<file path="src/rtl/spi_master_mc.sv">
// spi_master_mc: SPI master with run-time CPOL/CPHA, bit order and SCLK divider.
//   Word stream in (tx_*_i valid/ready), one received word out per frame
//   (rx_*_o), NUM_CS one-hot active-low chip selects, burst frames with CS held.
// Ports:
//   clk_i, rst_i         clock, synchronous active-high reset
//   cfg_*_i              frame configuration, latched when a word is accepted in IDLE
//   tx_data_i/tx_cont_i  word to send / keep CS low after this frame
//   tx_valid_i/tx_ready_o  word handshake (ready only in IDLE and GAP)
//   cs_release_i         ends a held burst
//   rx_data_o/rx_valid_o received word and its one-cycle strobe
//   busy_o               high whenever the engine is not idle
//   sclk_o, mosi_o, cs_n_o, miso_i  SPI pins
// Optional feature: define SPI_MST_LOOPBACK_EN to add cfg_loopback_i; when it is
//   latched high the receiver samples the internal mosi instead of miso_i.
`timescale 1ns/1ps

module spi_master_mc #(
  parameter int unsigned DATA_W   = 8,
  parameter int unsigned NUM_CS   = 4,
  parameter int unsigned DIV_W    = 8,
  parameter logic        CPOL_RST = 1'b1
) (
  input  logic                                           clk_i,
  input  logic                                           rst_i,
  input  logic                                           cfg_cpol_i,
  input  logic                                           cfg_cpha_i,
  input  logic                                           cfg_lsb_first_i,
  input  logic [DIV_W-1:0]                               cfg_div_i,
  input  logic [((NUM_CS > 1) ? $clog2(NUM_CS) : 1)-1:0] cfg_cs_sel_i,
`ifdef SPI_MST_LOOPBACK_EN
  input  logic                                           cfg_loopback_i,
`endif
  input  logic [DATA_W-1:0]                              tx_data_i,
  input  logic                                           tx_cont_i,
  input  logic                                           tx_valid_i,
  output logic                                           tx_ready_o,
  input  logic                                           cs_release_i,
  output logic [DATA_W-1:0]                              rx_data_o,
  output logic                                           rx_valid_o,
  output logic                                           busy_o,
  output logic                                           sclk_o,
  output logic                                           mosi_o,
  output logic [NUM_CS-1:0]                              cs_n_o,
  input  logic                                           miso_i
);

  localparam int unsigned CSW   = (NUM_CS > 1) ? $clog2(NUM_CS) : 1;
  localparam int unsigned NEDGE = 2 * DATA_W;
  localparam int unsigned EW    = $clog2(NEDGE + 1);
  localparam int unsigned BW    = $clog2(DATA_W);

  localparam logic [2:0] S_IDLE  = 3'd0;
  localparam logic [2:0] S_LEAD  = 3'd1;
  localparam logic [2:0] S_XFER  = 3'd2;
  localparam logic [2:0] S_TRAIL = 3'd3;
  localparam logic [2:0] S_GAP   = 3'd4;

  // Chip-select decode; an out-of-range index leaves every select inactive.
  function automatic logic [NUM_CS-1:0] cs_decode(input logic [CSW-1:0] sel);
    logic [NUM_CS-1:0] r;
    r = '1;
    for (int unsigned i = 0; i < NUM_CS; i++) begin
      if (sel == CSW'(i)) r[i] = 1'b0;
    end
    return r;
  endfunction

  logic [2:0]        state_q, state_d;
  logic [DIV_W-1:0]  div_q, div_d;
  logic              cpol_q, cpol_d;
  logic              cpha_q, cpha_d;
  logic              lsb_q, lsb_d;
  logic              cont_q, cont_d;
  logic [DATA_W-1:0] tx_q, tx_d;
  logic [DATA_W-1:0] rx_sh_q, rx_sh_d;
  logic [DIV_W-1:0]  cnt_q, cnt_d;
  logic [EW-1:0]     edge_q, edge_d;
  logic              sclk_q, sclk_d;
  logic              mosi_q, mosi_d;
  logic [NUM_CS-1:0] cs_n_q, cs_n_d;
  logic              tx_ready_q, tx_ready_d;
  logic              rx_valid_q, rx_valid_d;
  logic [DATA_W-1:0] rx_data_q, rx_data_d;
  logic              busy_q, busy_d;
`ifdef SPI_MST_LOOPBACK_EN
  logic              lb_q, lb_d;
`endif

  logic          hp_end;
  logic          accept;
  logic          lead_edge;
  logic          samp_now;
  logic          shift_now;
  logic [BW-1:0] samp_idx;
  logic [BW-1:0] shift_idx;
  logic [BW-1:0] rx_pos;
  logic [BW-1:0] tx_pos;
  logic          din;
  logic          first_bit_idle;
  logic          first_bit_gap;

  // Half-period timing and the handshake.
  assign hp_end = (cnt_q == div_q);
  assign accept = tx_valid_i & tx_ready_q;

  // edge_q counts edges already issued, so the coming edge k = edge_q+1 is a
  // leading edge when edge_q is even.
  assign lead_edge = ~edge_q[0];
  assign samp_now  = cpha_q ? ~lead_edge : lead_edge;
  assign shift_now = cpha_q ? lead_edge
                            : (~lead_edge && (edge_q != EW'(NEDGE - 1)));

  // Both modes sample bit floor(edge_q/2); the bit shifted out on the coming
  // edge is (k-1)/2 for CPHA=1 and k/2 for CPHA=0.
  assign samp_idx  = BW'(edge_q >> 1);
  assign shift_idx = cpha_q ? BW'(edge_q >> 1) : BW'((edge_q + EW'(1)) >> 1);
  assign rx_pos    = lsb_q ? samp_idx  : BW'(DATA_W - 1) - samp_idx;
  assign tx_pos    = lsb_q ? shift_idx : BW'(DATA_W - 1) - shift_idx;

  assign first_bit_idle = cfg_lsb_first_i ? tx_data_i[0] : tx_data_i[DATA_W-1];
  assign first_bit_gap  = lsb_q           ? tx_data_i[0] : tx_data_i[DATA_W-1];

`ifdef SPI_MST_LOOPBACK_EN
  assign din = lb_q ? mosi_q : miso_i;
`else
  assign din = miso_i;
`endif

  // State register.
  always_ff @(posedge clk_i) begin
    if (rst_i) begin
      state_q    <= S_IDLE;
      div_q      <= '0;
      cpol_q     <= 1'b0;
      cpha_q     <= 1'b0;
      lsb_q      <= 1'b0;
      cont_q     <= 1'b0;
      tx_q       <= '0;
      rx_sh_q    <= '0;
      cnt_q      <= '0;
      edge_q     <= '0;
      sclk_q     <= CPOL_RST;
      mosi_q     <= 1'b0;
      cs_n_q     <= '1;
      tx_ready_q <= 1'b0;
      rx_valid_q <= 1'b0;
      rx_data_q  <= '0;
      busy_q     <= 1'b0;
`ifdef SPI_MST_LOOPBACK_EN
      lb_q       <= 1'b0;
`endif
    end else begin
      state_q    <= state_d;
      div_q      <= div_d;
      cpol_q     <= cpol_d;
      cpha_q     <= cpha_d;
      lsb_q      <= lsb_d;
      cont_q     <= cont_d;
      tx_q       <= tx_d;
      rx_sh_q    <= rx_sh_d;
      cnt_q      <= cnt_d;
      edge_q     <= edge_d;
      sclk_q     <= sclk_d;
      mosi_q     <= mosi_d;
      cs_n_q     <= cs_n_d;
      tx_ready_q <= tx_ready_d;
      rx_valid_q <= rx_valid_d;
      rx_data_q  <= rx_data_d;
      busy_q     <= busy_d;
`ifdef SPI_MST_LOOPBACK_EN
      lb_q       <= lb_d;
`endif
    end
  end

  // Next-state and output logic.
  always_comb begin
    state_d    = state_q;
    div_d      = div_q;
    cpol_d     = cpol_q;
    cpha_d     = cpha_q;
    lsb_d      = lsb_q;
    cont_d     = cont_q;
    tx_d       = tx_q;
    rx_sh_d    = rx_sh_q;
    cnt_d      = cnt_q;
    edge_d     = edge_q;
    sclk_d     = sclk_q;
    mosi_d     = mosi_q;
    cs_n_d     = cs_n_q;
    rx_valid_d = 1'b0;
    rx_data_d  = rx_data_q;
`ifdef SPI_MST_LOOPBACK_EN
    lb_d       = lb_q;
`endif

    case (state_q)
      S_IDLE: begin
        sclk_d = cfg_cpol_i;
        if (accept) begin
          cpol_d  = cfg_cpol_i;
          cpha_d  = cfg_cpha_i;
          lsb_d   = cfg_lsb_first_i;
          div_d   = cfg_div_i;
          tx_d    = tx_data_i;
          cont_d  = tx_cont_i;
          cs_n_d  = cs_decode(cfg_cs_sel_i);
          cnt_d   = '0;
          edge_d  = '0;
          rx_sh_d = '0;
`ifdef SPI_MST_LOOPBACK_EN
          lb_d    = cfg_loopback_i;
`endif
          if (!cfg_cpha_i) mosi_d = first_bit_idle;
          state_d = S_LEAD;
        end
      end

      S_LEAD: begin
        if (hp_end) begin
          cnt_d   = '0;
          state_d = S_XFER;
        end else begin
          cnt_d = cnt_q + DIV_W'(1);
        end
      end

      S_XFER: begin
        if (hp_end) begin
          cnt_d  = '0;
          sclk_d = ~sclk_q;
          edge_d = edge_q + EW'(1);
          if (samp_now)  rx_sh_d[rx_pos] = din;
          if (shift_now) mosi_d = tx_q[tx_pos];
          if (edge_q == EW'(NEDGE - 1)) state_d = S_TRAIL;
        end else begin
          cnt_d = cnt_q + DIV_W'(1);
        end
      end

      S_TRAIL: begin
        if (hp_end) begin
          cnt_d      = '0;
          rx_valid_d = 1'b1;
          rx_data_d  = rx_sh_q;
          if (cont_q) begin
            state_d = S_GAP;
          end else begin
            cs_n_d  = '1;
            state_d = S_IDLE;
          end
        end else begin
          cnt_d = cnt_q + DIV_W'(1);
        end
      end

      S_GAP: begin
        // A new word wins over a simultaneous release; config and CS persist.
        if (accept) begin
          tx_d    = tx_data_i;
          cont_d  = tx_cont_i;
          cnt_d   = '0;
          edge_d  = '0;
          rx_sh_d = '0;
          if (!cpha_q) mosi_d = first_bit_gap;
          state_d = S_LEAD;
        end else if (cs_release_i) begin
          cs_n_d  = '1;
          state_d = S_IDLE;
        end
      end

      default: begin
        cs_n_d  = '1;
        state_d = S_IDLE;
      end
    endcase

    busy_d     = (state_d != S_IDLE);
    tx_ready_d = (state_d == S_IDLE) || (state_d == S_GAP);
  end

  assign tx_ready_o = tx_ready_q;
  assign rx_data_o  = rx_data_q;
  assign rx_valid_o = rx_valid_q;
  assign busy_o     = busy_q;
  assign sclk_o     = sclk_q;
  assign mosi_o     = mosi_q;
  assign cs_n_o     = cs_n_q;

endmodule

</file>
<file path="config.mk">
export PLATFORM = sky130hd
export DESIGN_NAME = spi_master_mc
export DESIGN_NICKNAME = d
export VERILOG_FILES = /design/src/rtl/spi_master_mc.sv
export SDC_FILE = /design/constraint.sdc
export NUM_CORES = 1
export LEC_CHECK = 0
export CAP_MARGIN = 15
export CORE_UTILIZATION = 52
export CTS_CLUSTER_SIZE = 24
export DETAILED_ROUTE_END_ITERATION = 12
export PLACE_DENSITY = 0.77
export SYNTH_ARGS = -nofsm -noshare
export SYNTH_HDL_FRONTEND = slang
export SYNTH_SLANG_ARGS = --single-unit
</file>
<file path="constraint.sdc">
create_clock -name clk_i -period 2.1 [get_ports clk_i]
set_input_delay 0.21 -clock clk_i [delete_from_list [all_inputs] [get_ports clk_i]]
set_output_delay 0.21 -clock clk_i [all_outputs]
set_load 0.01 [all_outputs]
</file>
==> run summary <==
drt via density - 5.50
RR Endpoint - mosi_o
dpl cell area - 0.00350 mm^2
register clock-pin slew on the reported worst setup and hold paths - 0.06 ns
Sequential Power Share - 0.450
DRT Pass-1 Iters - 4
Sw Ratio - 0.291
most common cell after layout, fill and taps aside - dfxtp_1
CTS Sinks - 60
register area share after synthesis - 0.408
HP Class - primary input to flip-flop
first-pass GRT wire length - 11000 um
crit path max fanout - 7
status - finished, final reports clean
Initial Utilization - 0.538
DR iter-0 viols - 244
Design Area, Final - 0.00368 mm^2
grt ovf - 0
Clock Skews - 0.00667 ns
DRC Markers - 0
kind of critical path - flip-flop to flip-flop
Num CTS Buffers - 9
Power, Total - 2770 uW
Post-DP HPWL - 4620 um
total die area - 0.00597 mm^2
Final Hold Viols - 0
clk buf depth - 2
cell family contributing the most delay on the critical path - multiplexers
crit path capture - mosi_o
WP buf/inv - 0
Post-synth EDFFs - 0
Synth Cell Area - 0.00295 mm^2
Tot GR Track Use - 0.235
Worst path slowest cell - dfxtp_1
commonest non-fill, non-tap cells in the layout - dfxtp_1, nand2_1, clkdlybuf4s50_1
Max Slew Vio Count - 0
worst setup path startpoint - edge_q[1]
P_int - 1970 uW
crit-path max cell delay - 0.43 ns
post-synthesis cell type count - 51
I/O pin count - 44
Static Leak - 0.00132 uW
vias - 2618
top_reg_cell synth - dfxtp_1
cell count after synthesis - 350
peak supply drop - 0.435 mV
RSZ-0062 raised after global routing - no
initial antenna violation count - 0
final net count - 430
CP endpoint kind - flip-flop
Post CTS Setup Buffer Count - 0
cells on worst reg2reg path - 7
Rows - 27
fraction of layout cells with a size suffix above 1 - 0.0941
hold_buf cts - 0
Pwr Density - 754 mW/mm^2
number of routed nets with antenna violations - 0
Die Y - 77.3 um
ys async rst share - 0
Clock Latency Late Sink - 0.33 ns
Period Utilization, post-route - 0.924
R2R Path Start - edge_q[1]
die width - 77.3 um
Startpoint Class - flip-flop
post-cts resize count - 0
Clock power frac - 0.320
H-tree depth - 3
synthesized flop and latch total - 60
P&R area growth vs syn - 24.9%
Routability Congestion - 0.858
crit-path cells - ha_1 > mux2i_1 > xnor2_1 > mux2_2 > nor3_1 > nand4bb_1 > a21oi_1
vias in the first global route - 2353
IO buf count - 43
routed wire length - 6400 um
WP depth - 7
Worst Path Required - 2.32 ns
Syn Nets - 380
Clock Tree Root - clkbuf_8
Setup TNS - 0 ns
YS warnings - 0
Setup-failing EPs final - 0
R2R setup slack - 0.16 ns
Syn Area/Cell - 8.42 um^2
Max Clk Rate - 0.516 GHz
Worst Path Arrival - 2.16 ns
placeable core area - 0.00547 mm^2
Max-Cap Viols - 0
combinational power share - 0.229
net switching power - 808 uW
CTS tree - yes
Tmin final - 1.94 ns
Slew @ Worst Pin - 0.648 ns
ant diodes - 0
largest net degree at the start of global routing - 49
mean routed wirelength per cell - 13.4 um
Slew Limit Headroom - 0.564
## through the flow
step | cells | setup WS (ns) | util | hold WS (ns)
after floorplan | 350 | 0.240 | - | 0.346
after global placement | 461 | 0.116 | 0.639 | 0.445
after detailed placement | 461 | 0.102 | 0.639 | 0.448
after CTS | 476 | 0.129 | 0.670 | 0.410
after global routing | 476 | 0.00459 | 0.672 | 0.432
final | 476 | 0.160 | 0.672 | 0.422
## power by group through the flow
stage	clock network (uW)	registers (uW)	logic, uW
after floorplan	0	1260	429
after global placement	0	1270	611
after detailed placement	0	1270	623
after CTS	915	1250	625
after global routing	970	1260	704
final	888	1250	637
## worst min-delay path by stage
stage                            start        to  slack, ns  depth (start not counted)
after floorplan           tx_data_i[0]   tx_q[0]       0.35                          2
final                     tx_data_i[3]   tx_q[3]       0.42                          3
after CTS                 tx_data_i[3]   tx_q[3]       0.41                          3
after detailed placement       tx_q[7]   tx_q[7]       0.45                          2
after global routing      cfg_div_i[3]  div_q[3]       0.43                          3
after global placement         tx_q[7]   tx_q[7]       0.44                          2
## Yosys cell counts (all sizes together), types with 2 or more instances
library cell,instances,area (um^2)
a41oi,3,33.8
xor2,4,35.0
inv,14,52.6
a21oi,38,194
and3,4,25.0
a31oi,2,12.5
buf,8,51.3
nand2,55,206
o21ai,7,35.0
a22oi,9,67.6
or3,3,18.8
mux2,2,22.5
clkbuf,11,41.3
a311oi,6,52.6
ha,3,37.5
o221ai,3,26.3
nor3,8,51.3
mux2i,17,170
o211ai,2,15.0
nor2b,10,62.6
nand2b,7,43.8
and2,5,31.3
a211oi,2,15.0
o22ai,2,12.5
xnor2,11,96.3
nand3,7,35.0
o32ai,8,70.1
dfxtp,60,1200
nand4,3,31.3
nor2,24,92.6
## cells by family after synthesis
group,count (synthesis),synth area share
AO/OA/AOI/OAI,87,0.197
XOR/XNOR,15,0.0446
adder cells (fa/ha/maj),3,0.0127
buffers and inverters,33,0.0493
flip-flops,60,0.408
multiplexers,19,0.0654
AND/OR/NAND/NOR,133,0.224
## layout make-up
| cell class | instances | area [um^2] |
|---|---|---|
| Clock inverter | 2 | 10.0 |
| Inverter | 14 | 52.6 |
| Sequential cell | 60 | 1200 |
| Multi-Input combinational cell | 257 | 1610 |
| Timing Repair Buffer | 58 | 556 |
| Tap cell | 72 | 90.1 |
| Fill cell | 468 | 1790 |
| Clock buffer | 13 | 159 |
## tightest hold or removal path: stages
cell and delay (ns):
clkdlybuf4s50_1 0.39, nand2_1 0.05, a21oi_1 0.05
## state kept, by name, indices dropped and copies added (netlist names)
register and flops:
cnt_q 8, div_q 8, rx_data_o 8, rx_sh_q 8
tx_q 8, edge_q 5, cs_n_o 4, state_q 3
busy_o 1, cont_q 1, cpha_q 1, lsb_q 1
mosi_o 1, rx_valid_o 1, sclk_o 1, tx_ready_o 1
## layer usage
metal | wire length (um) | up-vias | global-route usage
met5 | 0 | - | 0
met4 | 172 | 0 | 0.128
met3 | 361 | 16 | 0.0500
met2 | 2810 | 77 | 0.350
met1 | 3050 | 1182 | 0.316
li1 | - | 1343 | -
Power figures use the tool's default switching activity.
